File: src/rtl/gate_pkg.sv
// Op-code types and single-bit gate evaluators shared by the gate-array pipeline.
// Functions work on one bit so any operand width can be built by replication.
package gate_pkg;

  localparam int OP1_W = 3;
  localparam int OP2_W = 2;

  typedef enum logic [OP1_W-1:0] {
    OP1_AND    = 3'd0,
    OP1_OR     = 3'd1,
    OP1_XOR    = 3'd2,
    OP1_NAND   = 3'd3,
    OP1_NOR    = 3'd4,
    OP1_XNOR   = 3'd5,
    OP1_PASS_A = 3'd6,
    OP1_NOT_A  = 3'd7
  } op1_e;

  typedef enum logic [OP2_W-1:0] {
    OP2_AND  = 2'd0,
    OP2_OR   = 2'd1,
    OP2_XOR  = 2'd2,
    OP2_PASS = 2'd3
  } op2_e;

  function automatic logic gate_fn(op1_e op, logic a, logic b);
    logic r;
    case (op)
      OP1_AND:    r = a & b;
      OP1_OR:     r = a | b;
      OP1_XOR:    r = a ^ b;
      OP1_NAND:   r = ~(a & b);
      OP1_NOR:    r = ~(a | b);
      OP1_XNOR:   r = ~(a ^ b);
      OP1_PASS_A: r = a;
      default:    r = ~a;
    endcase
    return r;
  endfunction

  function automatic logic gate2_fn(op2_e op, logic x, logic d);
    logic r;
    case (op)
      OP2_AND: r = x & d;
      OP2_OR:  r = x | d;
      OP2_XOR: r = x ^ d;
      default: r = x;
    endcase
    return r;
  endfunction

endpackage

File: src/rtl/gate_lane.sv
// One channel of combinational gate evaluation: out1 = op1(a,b), out2 = op2(out1,d).
module gate_lane
  import gate_pkg::*;
#(
  parameter int WIDTH = 4
) (
  input  logic [WIDTH-1:0] a,
  input  logic [WIDTH-1:0] b,
  input  logic [WIDTH-1:0] d,
  input  logic [OP1_W-1:0] op1,
  input  logic [OP2_W-1:0] op2,
  output logic [WIDTH-1:0] out1,
  output logic [WIDTH-1:0] out2
);

  op1_e op1_sel;
  op2_e op2_sel;

  assign op1_sel = op1_e'(op1);
  assign op2_sel = op2_e'(op2);

  for (genvar gi = 0; gi < WIDTH; gi++) begin : g_bit
    logic r1;
    assign r1       = gate_fn(op1_sel, a[gi], b[gi]);
    assign out1[gi] = r1;
    assign out2[gi] = gate2_fn(op2_sel, r1, d[gi]);
  end

endmodule

File: src/rtl/gate_array_pipe.sv
// CH-channel gate array with a STAGES-deep bubble-collapsing valid/ready pipeline
// and a saturating count of completed output transfers.
module gate_array_pipe
  import gate_pkg::*;
#(
  parameter int WIDTH  = 4,
  parameter int CH     = 2,
  parameter int STAGES = 2,
  parameter int CNT_W  = 8
) (
  input  logic                  clk,
  input  logic                  rst_n,
  input  logic                  in_valid,
  output logic                  in_ready,
  input  logic [CH*WIDTH-1:0]   a,
  input  logic [CH*WIDTH-1:0]   b,
  input  logic [CH*WIDTH-1:0]   d,
  input  logic [CH*OP1_W-1:0]   op1,
  input  logic [CH*OP2_W-1:0]   op2,
  output logic                  out_valid,
  input  logic                  out_ready,
  output logic [CH*WIDTH-1:0]   out1,
  output logic [CH*WIDTH-1:0]   out2,
  input  logic                  cnt_clr,
  output logic [CNT_W-1:0]      xfer_cnt
);

  localparam int DW = CH * WIDTH;

  logic [DW-1:0]     res1;
  logic [DW-1:0]     res2;
  logic [STAGES-1:0] en;
  logic [STAGES-1:0] v_q, v_d;
  logic [DW-1:0]     o1_q [STAGES];
  logic [DW-1:0]     o1_d [STAGES];
  logic [DW-1:0]     o2_q [STAGES];
  logic [DW-1:0]     o2_d [STAGES];
  logic [CNT_W-1:0]  cnt_q, cnt_d;
  logic              xfer;

  for (genvar gi = 0; gi < CH; gi++) begin : g_lane
    gate_lane #(.WIDTH(WIDTH)) u_lane (
      .a    (a[gi*WIDTH +: WIDTH]),
      .b    (b[gi*WIDTH +: WIDTH]),
      .d    (d[gi*WIDTH +: WIDTH]),
      .op1  (op1[gi*OP1_W +: OP1_W]),
      .op2  (op2[gi*OP2_W +: OP2_W]),
      .out1 (res1[gi*WIDTH +: WIDTH]),
      .out2 (res2[gi*WIDTH +: WIDTH])
    );
  end

  // Stage i is blocked only when it and every stage after it hold data and the
  // output is stalled; flattening the recurrence keeps the enables chain-free.
  for (genvar gi = 0; gi < STAGES; gi++) begin : g_en
    assign en[gi] = out_ready || !(&v_q[STAGES-1:gi]);
  end

  assign xfer      = v_q[STAGES-1] && out_ready;
  assign in_ready  = en[0];
  assign out_valid = v_q[STAGES-1];
  assign out1      = o1_q[STAGES-1];
  assign out2      = o2_q[STAGES-1];
  assign xfer_cnt  = cnt_q;

  always_comb begin
    v_d     = v_q;
    o1_d[0] = o1_q[0];
    o2_d[0] = o2_q[0];
    if (en[0]) begin
      v_d[0] = in_valid;
      if (in_valid) begin
        o1_d[0] = res1;
        o2_d[0] = res2;
      end
    end
    for (int i = 1; i < STAGES; i++) begin
      o1_d[i] = o1_q[i];
      o2_d[i] = o2_q[i];
      if (en[i]) begin
        v_d[i] = v_q[i-1];
        if (v_q[i-1]) begin
          o1_d[i] = o1_q[i-1];
          o2_d[i] = o2_q[i-1];
        end
      end
    end
  end

  always_comb begin
    cnt_d = cnt_q;
    if (cnt_clr) begin
      cnt_d = '0;
    end else if (xfer && (cnt_q != {CNT_W{1'b1}})) begin
      cnt_d = cnt_q + 1'b1;
    end
  end

  always_ff @(posedge clk or negedge rst_n) begin
    if (!rst_n) begin
      v_q   <= '0;
      cnt_q <= '0;
      for (int i = 0; i < STAGES; i++) begin
        o1_q[i] <= '0;
        o2_q[i] <= '0;
      end
    end else begin
      v_q   <= v_d;
      cnt_q <= cnt_d;
      for (int i = 0; i < STAGES; i++) begin
        o1_q[i] <= o1_d[i];
        o2_q[i] <= o2_d[i];
      end
    end
  end

endmodule

File: config.mk
export PLATFORM = sky130hd
export DESIGN_NAME = gate_array_pipe
export DESIGN_NICKNAME = d
export VERILOG_FILES = /design/src/rtl/gate_pkg.sv /design/src/rtl/gate_lane.sv /design/src/rtl/gate_array_pipe.sv
export SDC_FILE = /design/constraint.sdc
export NUM_CORES = 1
export LEC_CHECK = 0
export CAP_MARGIN = 5
export CORE_UTILIZATION = 39
export DETAILED_ROUTE_END_ITERATION = 12
export PLACE_DENSITY = 0.64
export SYNTH_ARGS = -nofsm -noshare
export SYNTH_HDL_FRONTEND = slang
export SYNTH_SLANG_ARGS = --single-unit
File: constraint.sdc
create_clock -name clk -period 1.7 [get_ports clk]
set_input_delay 0.34 -clock clk [delete_from_list [all_inputs] [get_ports clk]]
set_output_delay 0.34 -clock clk [all_outputs]
set_load 0.05 [all_outputs]
==> flow_summary_export.csv <==
group,metric,value,unit
setup_path,cp-start-kind,"input port",
job,maxCapViolations,0,
sta,hold_viol,0,
clocking,cts_buffers,5,
final_layout,final-seq-area,1060,um2
drt,ant_nets,0,
logic_synthesis,ys_ff_latch,42,
setup_path,cp_slowest_stage_delay,0.47,ns
drt,vias,2654,
logic_synthesis,ys_seq_area_share,33.9,%
final_layout,nets,517,
drt,wirelength,6.61,mm
global_routing,grt-busiest-layer,"met2",
setup_path,crit_path_top_delay_cell,"mux4_2",
global_routing,grt_max_degree,43,
clocking,cts_root_buf,"clkbuf_8",
final_layout,layout_commonest_cell,"buf_4",
sta,post-route-min-period,1.88,ns
setup_path,path_buf_inv,3,
sta,timing.fmax,533,MHz
sta,worst_pin_slew,0.523,ns
setup_path,r2r_cells,5,
floorplanning,io_pins,65,
setup_path,end_kind,"flop",
placed_design,routabilityCongestion,0.855,
setup_path,cp_max_fo,3,
clocking,cts.clk_slew.worst_paths,0.08,ns
final_layout,fin_cells,548,
placed_design,port_buffers,64,
sta,finalSetupViolations,6,
setup_path,critPathKind,"input port to flop",
floorplanning,die_h,91.2,um
logic_synthesis,synth_flop_cell,"dfrtp_1",
global_routing,use_met2,28.0,%
clocking,cts_tree,"built",
logic_synthesis,synth_area,3100,um2
logic_synthesis,synth-async-reset-ratio,100,%
placed_design,place_inst,516,
logic_synthesis,syn_avg_cell_area,9.29,um2
global_routing,antenna_found_initial,0,
final_layout,area_growth,49.0,%
global_routing,met3_usage,3.69,%
floorplanning,std_cell_rows,32,
final_layout,multiInputGateArea,1960,um2
sta,final.setup.tns,-0.456,ns
global_routing,first_global_vias,2552,
power_and_ir_drop,p_leak,2.19,nW
clocking,clock-sinks,42,
drt,drt_pass1_iterations,4,
final_layout,postLayoutCellArea,4620,um2
final_layout,diodes,0,
run_status,status,"complete, but fails checks",
placed_design,dpl_cell_area,4160,um2
sta,finClkSkew,0.0105,ns
floorplanning,coreArea,7730,um2
floorplanning,dieWidth,91.2,um
sta,finalCritPeriodShare,110,%
setup_path,cp_top_family,"compound AO/OA/AOI/OAI gates",
logic_synthesis,yosysWarnings,0,
global_routing,grt-ovfl-total,0,
setup_path,crit_chain,"buf_8 -> inv_12 -> ha_4 -> mux4_2 -> nor2_2 -> a21oi_2 -> inv_1 -> ha_2 -> nor2_1 -> a21oi_1 -> o22ai_1 -> a311oi_1 -> a21o_1",
global_routing,grtUsageTotal,16.3,%
final_layout,fillers,676,
hold_path,hold_path_class,"input port to asynchronous set/reset pin",
floorplanning,start_util,40.2,%
sta,slew_headroom,65.1,%
global_routing,grt_pass1_wl,11.3,mm
clocking,cts_hold_buf,0,
power_and_ir_drop,irDropWorstVdd,0.307,mV
power_and_ir_drop,cellPowerDensity,778,nW/um2
drt,route.detailed.wl_per_inst,12.1,um
logic_synthesis,postSynthCellCount,334,
sta,fin_ws,-0.176,ns
logic_synthesis,synth_cell_types,40,
floorplanning,die_area,8320,um2
drt,drt-initial-drc-count,94,
drt,remaining_drc_errors,0,
sta,grt_setup_unrepaired,"yes",
setup_path,critical_path_depth,13,
sta,slew_violations,0,
final_layout,final_layout_size_suffix_gt1_share,49.1,%
final_layout,layout_common_cells,"buf_4 (87), dfrtp_1 (37), nand2_1 (31), inv_1 (19), nor2_1 (19)",
setup_path,critPathRequiredTime,1.93,ns
placed_design,dp_worst_setup_slack,-1.09,ns
clocking,cts-htree-levels,2,
global_routing,grt_use_met1,20.7,%
logic_synthesis,synth_edf_count,0,
setup_path,critical_path_arrival,2.10,ns
clocking,clk_latency,0.29,ns
run_status,violations,"negative setup slack",
placed_design,place_hpwl,4.83,mm
logic_synthesis,syn_nets,406,
clocking,cts_buffer_depth,2,
drt,viasPerCell,4.84,
[routing by layer]
metal | routed length [um] | share of wire, % | vias to the layer above
met2 | 3200 | 48 | 54
met5 | 0 | 0 | -
met3 | 298 | 4.5 | 9
met1 | 3030 | 46 | 1245
met4 | 77 | 1.2 | 0
li1 | - | - | 1346
[report_power, final]
part	internal, mW	leakage, nW	total [mW]	switching [mW]
logic	0.743	1.64	1.65	0.911
registers	1.19	0.512	1.30	0.104
clock network	0.331	0.0455	0.646	0.315
[cell type report]
class	instances	share of cell area [%]
Timing Repair Buffer	135	25.8
Multi-Input combinational cell	223	42.3
Clock buffer	8	1.95
Tap cell	102	2.76
Inverter	38	4.28
Sequential cell	42	22.9
[worst paths after layout]
check,startpoint,end,slack [ns]
max,b[1],o2_q[9],-0.18
min,rst_n,out1[6],0.10
max reg2reg,xfer_cnt[3],xfer_cnt[1],0.11
min reg2reg,o1_q[12],o1_q[12],0.48
max in group asynchronous,rst_n,xfer_cnt[2],1.21
min in group clk,o1_q[12],o1_q[12],0.48
[cells in the mapped netlist (all sizes together), types with 8 or more instances]
library cell,number,share of area [%]
inv,38,4.6
a21oi,22,3.9
nor2,22,2.7
mux2i,15,4.8
nand2,32,3.9
o21ai,10,1.6
dfrtp,42,34
buf,25,5.8
mux2,18,6.5
o22ai,8,1.6
ha,33,13
[what timing repair did]
item,CTS,global route
gates cloned,2,0
pin swaps,45,28
buffers inserted,18,5
setup endpoints to repair,16,11
resized for setup,120,52
[metrics by stage]
step                util (%)  hold WS (ns)  total power, mW
global placement        53.9         0.444             2.80
detailed placement      53.9         0.443             2.84
CTS                     57.8         0.123             3.58
floorplan                  -        0.0444             2.44
finish                  59.8         0.100             3.60
global route            59.8         0.151             3.83
[logic make-up after synthesis]
kind of cell	Yosys count	synth area share [%]
flops	42	33.9
compound gates	69	14.2
buf+inv	69	11.1
xor+xnor	6	1.69
fa+ha+maj	33	13.3
mux	37	14.4
simple gates	78	11.4
[state kept, by name (all words and copies together) (netlist names)]
signal / cells
o1_q: 8
o2_q: 8
out1: 8
out2: 8
v_q: 2
xfer_cnt: 8
No activity file was read; power rests on OpenSTA's default activity.
